--- src/rtl/pd_tx_symbol_gen_pkg.sv ---
// Shared USB-PD TX definitions: K-code symbol indices, tx_kind encodings,
// CRC32 constants, FSM state type and the ordered-set lookup.
package pd_pkg;

  localparam logic [3:0] K_SYNC1 = 4'd0;
  localparam logic [3:0] K_SYNC2 = 4'd1;
  localparam logic [3:0] K_RST1  = 4'd2;
  localparam logic [3:0] K_RST2  = 4'd3;
  localparam logic [3:0] K_EOP   = 4'd4;
  localparam logic [3:0] K_SYNC3 = 4'd5;

  localparam logic [1:0] KIND_SOP        = 2'd0;
  localparam logic [1:0] KIND_SOP_P      = 2'd1;
  localparam logic [1:0] KIND_SOP_PP     = 2'd2;
  localparam logic [1:0] KIND_HARD_RESET = 2'd3;

  localparam logic [31:0] CRC32_POLY       = 32'h04C1_1DB7;
  localparam logic [31:0] CRC32_POLY_REFL  = {<<{CRC32_POLY}};
  localparam logic [31:0] CRC_INIT_DEFAULT = 32'hFFFF_FFFF;

  typedef enum logic [2:0] {
    ST_IDLE,
    ST_ORDSET,
    ST_LOAD,
    ST_DATA_LO,
    ST_DATA_HI,
    ST_CRC,
    ST_EOP
  } state_t;

  // K-code index of symbol idx (0..3) within the ordered set for a frame kind.
  function automatic logic [3:0] ordset_code(input logic [1:0] kind, input logic [1:0] idx);
    logic [3:0] code;
    code = K_SYNC1;
    case (kind)
      KIND_SOP:    code = (idx == 2'd3) ? K_SYNC2 : K_SYNC1;
      KIND_SOP_P:  code = idx[1] ? K_SYNC3 : K_SYNC1;
      KIND_SOP_PP: code = idx[0] ? K_SYNC3 : K_SYNC1;
      default:     code = (idx == 2'd3) ? K_RST2 : K_RST1;
    endcase
    return code;
  endfunction

endpackage

--- src/rtl/pd_tx_symbol_gen_if.sv ---
// Byte-stream input and symbol-output handshakes of the PD TX symbol generator.
interface pd_tx_symbol_gen_if;
  logic [7:0] tx_data;
  logic       tx_valid;
  logic       tx_last;
  logic       tx_ready;
  logic [3:0] sym_din;
  logic       sym_ext;
  logic       sym_valid;
  logic       sym_ready;

  modport master (
    input  tx_data, tx_valid, tx_last, sym_ready,
    output tx_ready, sym_din, sym_ext, sym_valid
  );

  modport slave (
    output tx_data, tx_valid, tx_last, sym_ready,
    input  tx_ready, sym_din, sym_ext, sym_valid
  );
endinterface

--- src/rtl/pd_crc32_byte.sv ---
// Combinational reflected CRC32 step over one byte, LSB first (shared with the RX checker).
module pd_crc32_byte
  import pd_pkg::*;
(
  input  logic [31:0] crc,
  input  logic [7:0]  data,
  output logic [31:0] crc_next
);

  logic [31:0] c;

  always_comb begin
    c = crc ^ {24'd0, data};
    for (int unsigned b = 0; b < 8; b++) begin
      c = c[0] ? ((c >> 1) ^ CRC32_POLY_REFL) : (c >> 1);
    end
    crc_next = c;
  end

endmodule

--- src/rtl/pd_tx_symbol_gen.sv ---
// USB-PD TX symbol generator: ordered set, payload nibbles, CRC32 nibbles, EOP.
// Optional build macro PD_TX_UNDERRUN_ABORT_EN: an empty LOAD cycle aborts the frame with EOP.
module pd_tx_symbol_gen
  import pd_pkg::*;
#(
  parameter logic [31:0] CRC_INIT  = CRC_INIT_DEFAULT,
  parameter int unsigned MAX_BYTES = 262
) (
  input  logic                      clk,
  input  logic                      rst,
  input  logic                      tx_start,
  input  logic [1:0]                tx_kind,
  pd_tx_symbol_gen_if.master        bus,
  output logic                      tx_busy,
  output logic                      tx_done,
  output logic                      tx_err
);

  localparam logic [8:0] BCNT_LAST = 9'(MAX_BYTES - 1);

  state_t      state_q, state_d;
  logic [1:0]  kind_q, kind_d;
  logic [1:0]  ocnt_q, ocnt_d;
  logic [2:0]  ncnt_q, ncnt_d;
  logic [8:0]  bcnt_q, bcnt_d;
  logic [7:0]  byte_q, byte_d;
  logic        last_q, last_d;
  logic [31:0] crc_q, crc_d, crc_upd, crc_fin;
  logic [3:0]  sym_din_q, sym_din_d;
  logic        sym_ext_q, sym_ext_d;
  logic        sym_valid_q, sym_valid_d;
  logic        busy_q, busy_d, done_q, done_d, err_q, err_d;
  logic        hs;
  logic [2:0]  ncnt_inc;

  pd_crc32_byte u_crc (
    .crc      (crc_q),
    .data     (bus.tx_data),
    .crc_next (crc_upd)
  );

  assign crc_fin  = ~crc_q;
  assign ncnt_inc = ncnt_q + 3'd1;
  assign hs       = sym_valid_q & bus.sym_ready;

  always_comb begin
    state_d     = state_q;
    kind_d      = kind_q;
    ocnt_d      = ocnt_q;
    ncnt_d      = ncnt_q;
    bcnt_d      = bcnt_q;
    byte_d      = byte_q;
    last_d      = last_q;
    crc_d       = crc_q;
    sym_din_d   = sym_din_q;
    sym_ext_d   = sym_ext_q;
    sym_valid_d = sym_valid_q;
    busy_d      = busy_q;
    done_d      = 1'b0;
    err_d       = 1'b0;
    case (state_q)
      ST_IDLE: if (tx_start) begin
        kind_d      = tx_kind;
        ocnt_d      = '0;
        bcnt_d      = '0;
        crc_d       = CRC_INIT;
        busy_d      = 1'b1;
        sym_valid_d = 1'b1;
        sym_ext_d   = 1'b1;
        sym_din_d   = ordset_code(tx_kind, 2'd0);
        state_d     = ST_ORDSET;
      end
      ST_ORDSET: if (hs) begin
        if (ocnt_q != 2'd3) begin
          ocnt_d    = ocnt_q + 2'd1;
          sym_din_d = ordset_code(kind_q, ocnt_q + 2'd1);
        end else if (kind_q == KIND_HARD_RESET) begin
          sym_valid_d = 1'b0;
          sym_ext_d   = 1'b0;
          sym_din_d   = '0;
          done_d      = 1'b1;
          busy_d      = 1'b0;
          state_d     = ST_IDLE;
        end else begin
          sym_valid_d = 1'b0;
          state_d     = ST_LOAD;
        end
      end
      ST_LOAD: if (bus.tx_valid) begin
        byte_d      = bus.tx_data;
        last_d      = bus.tx_last;
        crc_d       = crc_upd;
        bcnt_d      = bcnt_q + 9'd1;
        // The MAX_BYTES-th byte without tx_last is promoted to last.
        if (!bus.tx_last && bcnt_q == BCNT_LAST) begin
          last_d = 1'b1;
          err_d  = 1'b1;
        end
        sym_valid_d = 1'b1;
        sym_ext_d   = 1'b0;
        sym_din_d   = bus.tx_data[3:0];
        state_d     = ST_DATA_LO;
      end else begin
`ifdef PD_TX_UNDERRUN_ABORT_EN
        sym_valid_d = 1'b1;
        sym_ext_d   = 1'b1;
        sym_din_d   = K_EOP;
        err_d       = 1'b1;
        state_d     = ST_EOP;
`else
        state_d     = ST_LOAD;
`endif
      end
      ST_DATA_LO: if (hs) begin
        sym_din_d = byte_q[7:4];
        state_d   = ST_DATA_HI;
      end
      ST_DATA_HI: if (hs) begin
        if (last_q) begin
          ncnt_d    = '0;
          sym_din_d = crc_fin[3:0];
          state_d   = ST_CRC;
        end else begin
          sym_valid_d = 1'b0;
          state_d     = ST_LOAD;
        end
      end
      ST_CRC: if (hs) begin
        if (ncnt_q == 3'd7) begin
          sym_ext_d = 1'b1;
          sym_din_d = K_EOP;
          state_d   = ST_EOP;
        end else begin
          ncnt_d    = ncnt_inc;
          sym_din_d = crc_fin[{ncnt_inc, 2'b00} +: 4];
        end
      end
      ST_EOP: if (hs) begin
        sym_valid_d = 1'b0;
        sym_ext_d   = 1'b0;
        sym_din_d   = '0;
        done_d      = 1'b1;
        busy_d      = 1'b0;
        state_d     = ST_IDLE;
      end
      default: state_d = ST_IDLE;
    endcase
  end

  always_ff @(posedge clk or posedge rst) begin
    if (rst) begin
      state_q     <= ST_IDLE;
      kind_q      <= '0;
      ocnt_q      <= '0;
      ncnt_q      <= '0;
      bcnt_q      <= '0;
      byte_q      <= '0;
      last_q      <= 1'b0;
      crc_q       <= CRC_INIT;
      sym_din_q   <= '0;
      sym_ext_q   <= 1'b0;
      sym_valid_q <= 1'b0;
      busy_q      <= 1'b0;
      done_q      <= 1'b0;
      err_q       <= 1'b0;
    end else begin
      state_q     <= state_d;
      kind_q      <= kind_d;
      ocnt_q      <= ocnt_d;
      ncnt_q      <= ncnt_d;
      bcnt_q      <= bcnt_d;
      byte_q      <= byte_d;
      last_q      <= last_d;
      crc_q       <= crc_d;
      sym_din_q   <= sym_din_d;
      sym_ext_q   <= sym_ext_d;
      sym_valid_q <= sym_valid_d;
      busy_q      <= busy_d;
      done_q      <= done_d;
      err_q       <= err_d;
    end
  end

  assign bus.tx_ready  = (state_q == ST_LOAD);
  assign bus.sym_din   = sym_din_q;
  assign bus.sym_ext   = sym_ext_q;
  assign bus.sym_valid = sym_valid_q;
  assign tx_busy       = busy_q;
  assign tx_done       = done_q;
  assign tx_err        = err_q;

endmodule

--- src/flat_wrapper.sv ---
// flat-port wrapper written by rule: the top's interface ports become plain ports
module pd_tx_symbol_gen_flat import pd_pkg::*;
#(
  parameter logic [31:0] CRC_INIT  = CRC_INIT_DEFAULT,
  parameter int unsigned MAX_BYTES = 262
)
  (clk, rst, tx_start, tx_kind, tx_busy, tx_done, tx_err, bus_tx_data, bus_tx_valid, bus_tx_last, bus_sym_ready, bus_tx_ready, bus_sym_din, bus_sym_ext, bus_sym_valid);
  pd_tx_symbol_gen_if bus_i ();
  input  logic clk;
  input  logic rst;
  input  logic tx_start;
  input  logic [1:0] tx_kind;
  output logic tx_busy;
  output logic tx_done;
  output logic tx_err;
  input wire logic [$bits(bus_i.tx_data)-1:0] bus_tx_data;
  input wire logic [$bits(bus_i.tx_valid)-1:0] bus_tx_valid;
  input wire logic [$bits(bus_i.tx_last)-1:0] bus_tx_last;
  input wire logic [$bits(bus_i.sym_ready)-1:0] bus_sym_ready;
  output wire logic [$bits(bus_i.tx_ready)-1:0] bus_tx_ready;
  output wire logic [$bits(bus_i.sym_din)-1:0] bus_sym_din;
  output wire logic [$bits(bus_i.sym_ext)-1:0] bus_sym_ext;
  output wire logic [$bits(bus_i.sym_valid)-1:0] bus_sym_valid;
  assign bus_i.tx_data = bus_tx_data;
  assign bus_i.tx_valid = bus_tx_valid;
  assign bus_i.tx_last = bus_tx_last;
  assign bus_i.sym_ready = bus_sym_ready;
  assign bus_tx_ready = bus_i.tx_ready;
  assign bus_sym_din = bus_i.sym_din;
  assign bus_sym_ext = bus_i.sym_ext;
  assign bus_sym_valid = bus_i.sym_valid;
  pd_tx_symbol_gen #(.CRC_INIT(CRC_INIT), .MAX_BYTES(MAX_BYTES)) u_core (.clk(clk), .rst(rst), .tx_start(tx_start), .tx_kind(tx_kind), .bus(bus_i), .tx_busy(tx_busy), .tx_done(tx_done), .tx_err(tx_err));
endmodule
--- config.mk ---
export PLATFORM = sky130hd
export DESIGN_NAME = pd_tx_symbol_gen_flat
export DESIGN_NICKNAME = d
export VERILOG_FILES = /design/src/rtl/pd_tx_symbol_gen_pkg.sv /design/src/rtl/pd_tx_symbol_gen_if.sv /design/src/rtl/pd_crc32_byte.sv /design/src/rtl/pd_tx_symbol_gen.sv /design/src/flat_wrapper.sv
export SDC_FILE = /design/constraint.sdc
export NUM_CORES = 1
export LEC_CHECK = 0
export CORE_MARGIN = 4
export CORE_UTILIZATION = 54
export DETAILED_ROUTE_END_ITERATION = 6
export GPL_ROUTABILITY_DRIVEN = 0
export GPL_TIMING_DRIVEN = 0
export PLACE_DENSITY = 0.83
export SLEW_MARGIN = 20
export SYNTH_ARGS = -nofsm -noshare
export SYNTH_HDL_FRONTEND = slang
export SYNTH_SLANG_ARGS = --single-unit
--- constraint.sdc ---
create_clock -name clk -period 2.17 [get_ports clk]
set_input_delay 0.434 -clock clk [delete_from_list [all_inputs] [get_ports clk]]
set_output_delay 0.434 -clock clk [all_outputs]
set_load 0.02 [all_outputs]
==> results of run 1 <==
## cell families (layout without fill, tap and decap cells)
kind of cell,after synthesis,in the layout,share of synthesized area [%]
compound gates,72,72,11.11
fa+ha+maj,6,6,1.802
simple gates,109,109,12.28
mux,27,27,9.249
buf+inv,25,66,2.643
xor+xnor,77,77,22.91
flops,65,65,40.00
## state kept, by name (all words and copies together) (netlist names)
signal / count
u_core.tx_err: 1
u_core.state_q: 3
u_core.tx_done: 1
u_core.last_q: 1
u_core.byte_q: 4
u_core.crc_q: 32
u_core.bcnt_q: 9
u_core.kind_q: 2
u_core.ocnt_q: 2
u_core.ncnt_q: 3
u_core.bus.sym_ext: 1
u_core.tx_busy: 1
u_core.bus.sym_valid: 1
u_core.bus.sym_din: 4
## layout by cell type (no fill, tap or decap), types with 9 or more instances in the layout
master	n
xnor2_1	35
nor2_1	44
mux2i_1	10
o22a_1	9
dfstp_2	32
clkdlybuf4s50_1	24
nand2_1	22
xnor2_4	11
dfrtp_1	33
a21oi_1	33
buf_2	9
xor2_1	21
clkbuf_8	10
## cell type report
class | count | area, um2
plain buffers | 16 | 76.32
flip-flops and latches | 65 | 1667
multi-input cells | 291 | 2439
clock buffers | 11 | 141.4
fillers | 553 | 2552
clock inverters | 5 | 55.05
repair buffers | 27 | 286.5
well taps | 99 | 123.9
inverters | 7 | 28.78
## critical path, stage by stage, from the launching register on
cell and delay (ns):
dfrtp_1 0.46, buf_4 0.21, buf_2 0.22, nor2_4 0.17, clkdlybuf4s15_2 0.28
## what timing repair did
item / 4_1_cts / 5_1_grt
endpoints found under the setup margin: 5 / 9
pin swaps: 1 / 3
gates resized for setup: 8 / 7
buffers inserted: 1 / 0
## routing by layer
| metal | up-vias | wire length [um] | GRT usage (%) |
|---|---|---|---|
| li1 | 1416 | - | - |
| met1 | 1591 | 4094 | 30.80 |
| met2 | 154 | 5020 | 39.37 |
| met3 | 38 | 609 | 4.378 |
| met4 | 0 | 342 | 9.834 |
| met5 | - | 0 | 0 |
## worst paths after layout
check | end | slack [ns] | cells past startpoint | startpoint
worst max-delay path | bus_tx_ready | 0.04 | 4 | u_core.state_q[0]
worst min-delay path | u_core.bus.sym_din[1] | 0.37 | 2 | rst
worst max register to register | u_core.bus.sym_din[0] | 0.07 | 6 | u_core.ncnt_q[0]
worst min register to register | u_core.byte_q[5] | 0.48 | 2 | u_core.byte_q[5]
max in group asynchronous | u_core.crc_q[2] | 1.23 | 3 | rst
min in group clk | u_core.byte_q[5] | 0.48 | 2 | u_core.byte_q[5]
## metrics by stage
step           instances  setup WS (ns)
2_1_floorplan        381         0.1144
4_1_cts              522     0.00005551
3_3_place_gp         505         -1.014
6_report             521        0.03996
3_5_place_dp         506        -0.3111
5_1_grt              521       0.001650
## power by group
part / total, W / switching, W / leakage, nW / internal [W]
clock network: 0.00104 / 0.000480 / 0.0953 / 0.000558
registers: 0.00220 / 0.000462 / 0.763 / 0.00173
logic: 0.00478 / 0.00248 / 1.06 / 0.00230
total: 0.00802 / 0.00342 / 1.91 / 0.00459
==> results by group, run 1 <==
Timing
  – Final min period: 2.130 ns
  – Clk_skew: 0.01089 ns
  – Slew headroom: 53.98%
  – F_max: 0.4695 GHz
  – Finish-stage setup viols: 0
  – Final Max Tran Viols: 0
  – Setup TNS: 0 ns
  – Final worst-path cycle share: 98.16%
  – Final Hold Fails: 0
  – RSZ-0062 raised after global routing: no
  – Fin Hold WS: 0.3709 ns
  – Least-Margin Pin Slew: 0.6851 ns

Worst setup path
  – Critical path startpoint category: flip-flop
  – WS Path Type: flip-flop to primary output
  – CP Capture Type: primary output
  – Req. time, crit path: 1.74 ns
  – Crit-path max FO: 10
  – Worst EP arrival: 1.70 ns

Pwr
  – Pwr Density: roughly 1700 nW/um2
  – Maximum VDD drop: 631.8 uV
  – Tot Pwr: 0.008016 W
  – Leak pwr: 1.914 nW

Placed design
  – Input/output buffers: 25
  – DP Wirelength: 7078 um
  – Placed Area: 4571 um2

Clock tree
  – CTS tree: built
  – Clock transition at path regs: 0.07 ns
  – Worst-Skew Late Latency: approximately 0.34 ns
  – Inserted Clock Buffers: 9
  – CTS max path bufs: 2
  – Root buffer cell: clkbuf_8
  – H-Tree Depth: 3
  – Hold-fix buffers, CTS: 0
  – # clock sinks: 65

Route
  – Vias: 3199
  – Final wirelength: roughly 10000 um
  – DRC viols: 0
  – First drt pass iteration count: 5
  – Initial detailed-routing violation count: 250
  – Vias per Instance: slightly above 6
  – Post-DRT Antenna Nets: 0
  – Wire per inst: 19.32 um

Synthesis
  – Ys flop type: dfrtp_1
  – Syn Inst Count: 381
  – Synth area leaders: dfstp_2 (20%), dfrtp_1 (20%), xnor2_1 (7.4%)
  – Number of synthesized flops with an enable pin: 0
  – Syn. warnings: 0
  – Most frequent cell after synthesis: nor2_1
  – Number of library cell types mapped by synthesis: 47
  – Largest area contributor in the netlist: dfstp_2
  – Post-synth top area share: 20.18%
  – Post-Syn Nets: slightly above 400
  – Async SR Flop Fraction: 100.0%
  – Synthesized area: 4166 um2
  – Synth Area per Inst: 10.94 um2
  – Register area share after synthesis: approximately two fifths
  – Flops & latches, synth: 65
  – Synth cell count leaders: nor2_1 (45), xnor2_1 (35), a21oi_1 (33), dfrtp_1 (33), dfstp_2 (32)

Die
  – # IOs: 26
  – Die H: 95.84 um
  – Core ar.: 7370 um2
  – Row cnt: 31
  – Chip width: 95.84 um
  – Die area: 9185 um2
  – Initial core utilization: between 50% and 60%

Layout
  – Antenna diodes: 0
  – Fraction of layout cells with a size suffix above 1: about a quarter
  – Final Util: 65.37%
  – Nets: 439
  – Design Area, Final: between 4000 and 5000 um2
  – Area added between synthesis and finish: 15.62%

GRT
  – Total grt overflow: 0
  – Initial antenna violation count: 0
  – Overall Global Routing Usage: 23.81%
  – First-pass GRT wire length: about 16000 um
  – Largest net degree at the start of global routing: 51
  – Vias in the first global route: 3225

Run
  – MaxCap Viol Count: 0

Worst hold path
  – Worst Hold Class: primary input to async pin

Outcome
  – Status: finished clean
Power figures use the tool's default switching activity.
==> run 2: changes to the inputs <==
CAP_MARGIN = 20   (was unset)
PLACE_DENSITY = 0.82   (was 0.83)
SYNTH_HIERARCHICAL = 1   (was unset)
==> results by group, run 2 <==
Synthesis
  – Synth area leaders: dfstp_2 (20%), dfrtp_1 (19%), xnor3_1 (7.4%)
  – Most frequent cell after synthesis: dfrtp_1
  – Register area share after synthesis: 38.97% (-1.0 points)
  – Number of synthesized flops with an enable pin: 0 (unchanged)
  – Post-synth top area share: 19.66% (-0.52 points)
  – Post-Syn Nets: 383 (-5.0%)
  – Async SR Flop Fraction: 100.0% (unchanged)
  – Largest area contributor in the netlist: dfstp_2
  – Synth Area per Inst: 11.85 um2 (+8.3%)
  – Ys flop type: dfrtp_1
  – Synthesized area: 4277 um2 (+2.6%)
  – Syn Inst Count: 361 (-5.2%)
  – Number of library cell types mapped by synthesis: 60 (+28%)
  – Syn. warnings: 6 (+6)
  – Synth cell count leaders: dfrtp_1 (33), dfstp_2 (32), o22a_1 (32), xnor2_1 (30), nand2_1 (24)
  – Flops & latches, synth: 65 (unchanged)

Timing
  – RSZ-0062 raised after global routing: yes
  – Final worst-path cycle share: 99.62% (+1.5 points)
  – F_max: 0.4626 GHz (-1.5%)
  – Finish-stage setup viols: 0 (unchanged)
  – Least-Margin Pin Slew: 0.7545 ns (+0.06940 ns)
  – Clk_skew: 0.01177 ns (+0.0008822 ns)
  – Final min period: 2.162 ns (+0.03162 ns)
  – Final Hold Fails: 0 (unchanged)
  – Slew headroom: 49.65% (-4.3 points)
  – Final Max Tran Viols: 0 (unchanged)

Pwr
  – Leak pwr: 2.159 nW (+13%)
  – Sequential group share of total power: 24.5% (-2.9 points)
  – Int Power: 0.005549 W (+21%)
  – Combinational power share: 59.7% (about the same)
  – Clock power frac: 15.8% (+2.8 points)
  – Pwr Density: 1751 nW/um2 (+5.2%)
  – Sw Share: 38.13% (-4.6 points)
  – Sw Pwr: 0.003420 W (about the same)
  – Maximum VDD drop: 600.0 uV (-5.0%)

GRT
  – Largest net degree at the start of global routing: 51 (unchanged)
  – Total grt overflow: 0 (unchanged)
  – Overall Global Routing Usage: 21.99% (-1.8 points)
  – Vias in the first global route: 3127 (-3.0%)
  – Initial antenna violation count: 0 (unchanged)
  – First-pass GRT wire length: 16410 um (-0.29%)

Die
  – Die area: 9407 um2 (+2.4%)
  – Row cnt: 32 (+3.2%)
  – Chip width: 96.99 um (+1.2%)
  – # IOs: 26 (unchanged)
  – Die H: 96.99 um (+1.2%)
  – Initial core utilization: 55.34% (-1.2 points)
  – Core ar.: 7727 um2 (+4.9%)

Layout
  – Nets: 430 (-2.1%)
  – Biggest register: u_core/crc_q
  – Register area: 1667 um2 (unchanged)
  – Post-Layout Cell Count: 515 (-1.2%)
  – Final Util: 66.31% (+0.94 points)
  – Antenna diodes: 0 (unchanged)
  – Most common cell after layout, fill and taps aside: dfrtp_1
  – Multi-input gate area: 2561 um2 (+5.0%)
  – Max reg flops: 32 (unchanged)
  – Top flop regs: u_core/crc_q: 32 flops, u_core/bcnt_q: 9 flops
  – Most frequent cells in the layout: dfrtp_1 (33), o22a_1 (32), dfstp_2 (32), xnor2_1 (27)
  – Fraction of layout cells with a size suffix above 1: 26.63% (+1.8 points)
  – Filler cells: 518 (-6.3%)
  – Area added between synthesis and finish: 19.81%

Route
  – First drt pass iteration count: 5 (unchanged)
  – Final wirelength: 10200 um (+1.3%)
  – Post-DRT Antenna Nets: 0 (unchanged)
  – Vias: 3130 (-2.2%)
  – DRC viols: 0 (unchanged)
  – Vias per Instance: 6.078 (-1.0%)
  – Initial detailed-routing violation count: 305 (+22%)
  – Wire per inst: 19.80 um (+2.5%)

Clock tree
  – Worst-Skew Late Latency: 0.35 ns (about the same)
  – Clock transition at path regs: 0.08 ns (about the same)
  – Inserted Clock Buffers: 9 (unchanged)
  – H-Tree Depth: 3 (unchanged)
  – Hold-fix buffers, CTS: 0 (unchanged)
  – # clock sinks: 65 (unchanged)
  – Root buffer cell: clkbuf_8
  – CTS tree: built
  – CTS max path bufs: 2 (unchanged)

Worst setup path
  – Reg2reg start: u_core/ncnt_q[1]
  – FF-to-FF setup slack: 0.008 ns (-0.06 ns)
  – Critical path startpoint category: flip-flop
  – Worst Reg2Reg Path Length in Cells: 7 (+1)
  – Req. time, crit path: 2.46 ns (+0.72 ns)
  – Cell family with most CP delay: multiplexers
  – CP Cell Sequence: ha_1 > buf_4 > mux4_2 > mux2i_1 > nand2_1 > a21oi_1 > a21o_1
  – WP buf/inv: 1 (-2)
  – Reg2reg end: u_core/bus.sym_din[0]
  – CP Capture Type: flip-flop
  – Worst EP arrival: 2.45 ns (+0.75 ns)
  – CP max-delay cell: mux4_2
  – Crit-path max FO: 9 (-1)
  – WS Path Type: flip-flop to flip-flop
  – Slowest cell delay on critical path: 0.55 ns (+0.09 ns)

Outcome
  – Status: finished clean

Placed design
  – DP Wirelength: 6783 um (-4.2%)
  – Input/output buffers: 25 (unchanged)
  – Placed cells: 489 (-3.4%)

Worst hold path
  – Worst Hold Class: primary input to async pin

Run
  – MaxCap Viol Count: 0 (unchanged)
[run 2: cell count changes in the layout (fill, tap and decap cells not counted), moves of 5 or more]
cell and delta:
o21ai_0 +10, a21oi_1 -24, buf_4 +11, xnor2_2 -5, inv_1 +6, xor2_1 -10
nor2b_1 +5, nor2_1 -33, xnor3_1 +13, o22a_1 +23, xnor2_1 -8
[run 2: per-layer routing]
layer	global-route usage, %	wire length, um
met4	7.883	268
met5	0	0
met1	29.32	4325
met2	34.98	4954
met3	5.407	650
[run 2: power groups by stage]
stage                     Sequential, W  Clock, W  Combinational, W
final                           0.00220   0.00142           0.00536
after floorplan                 0.00212         0           0.00400
after detailed placement        0.00217         0           0.00499
after global placement          0.00214         0           0.00489
after global routing            0.00225   0.00152           0.00570
after CTS                       0.00217   0.00144           0.00514
[run 2: through the flow]
| step | power, W | setup WS [ns] | setup TNS, ns | hold WS [ns] | cell area (um2) |
|---|---|---|---|---|---|
| finish | 0.008969 | 0.008339 | 0 | 0.3568 | 5124 |
| global route | 0.009464 | -0.04919 | -0.1732 | 0.3774 | 5124 |
| CTS | 0.008757 | 0.0001228 | 0 | 0.3564 | 5044 |
| detailed placement | 0.007158 | -0.6287 | -11.30 | 0.4692 | 4684 |
| global placement | 0.007032 | -0.9947 | -56.26 | 0.4616 | 4654 |
| floorplan | 0.006122 | 0.09591 | 0 | 0.4791 | 4277 |
[run 2: worst max path at each step]
| stage | start | to | slack, ns | cells after the start |
|---|---|---|---|---|
| after floorplan | u_core/crc_q[2] | u_core/crc_q[24] | 0.1 | 4 |
| final | u_core/ncnt_q[1] | u_core/bus.sym_din[0] | 0.008 | 7 |
| after global routing | u_core/ncnt_q[1] | u_core/bus.sym_din[0] | -0.05 | 7 |
| after global placement | rst | u_core/byte_q[7] | -0.99 | 2 |
| after detailed placement | bus_tx_data[5] | u_core/crc_q[18] | -0.63 | 5 |
| after CTS | bus_tx_data[4] | u_core/crc_q[18] | 0.0001 | 5 |
[run 2: worst register-to-register path, cell delays in order (launching register included)]
cell	delay (ns)
dfrtp_1	0.38
ha_1	0.27
buf_4	0.20
mux4_2	0.55
mux2i_1	0.25
nand2_1	0.12
a21oi_1	0.21
a21o_1	0.13
[run 2: repair_timing]
action | 4_1_cts | 5_1_grt
gates resized for setup | 7 | 9
buffers inserted | 4 | 6
endpoints found under the setup margin | 12 | 13
pin swaps | 2 | 5
[run 2: final cells by class]
class	instances	share of cell area, %
clock buffer	10	2.686
buffer	17	1.758
tap	102	2.491
sequential	65	32.53
timing repair buffer	36	6.789
multi-input combinational	265	49.99
inverter	14	1.074
clock inverter	6	2.686
[run 2: cells by family after synthesis]
kind of cell | after synthesis | synth area share, %
AND/OR/NAND/NOR | 74 | 9.362
flip-flops | 65 | 38.97
AO/OA/AOI/OAI | 89 | 15.07
buffers and inverters | 31 | 3.277
adder cells (fa/ha/maj) | 6 | 1.755
XOR/XNOR | 69 | 22.70
multiplexers | 27 | 8.865
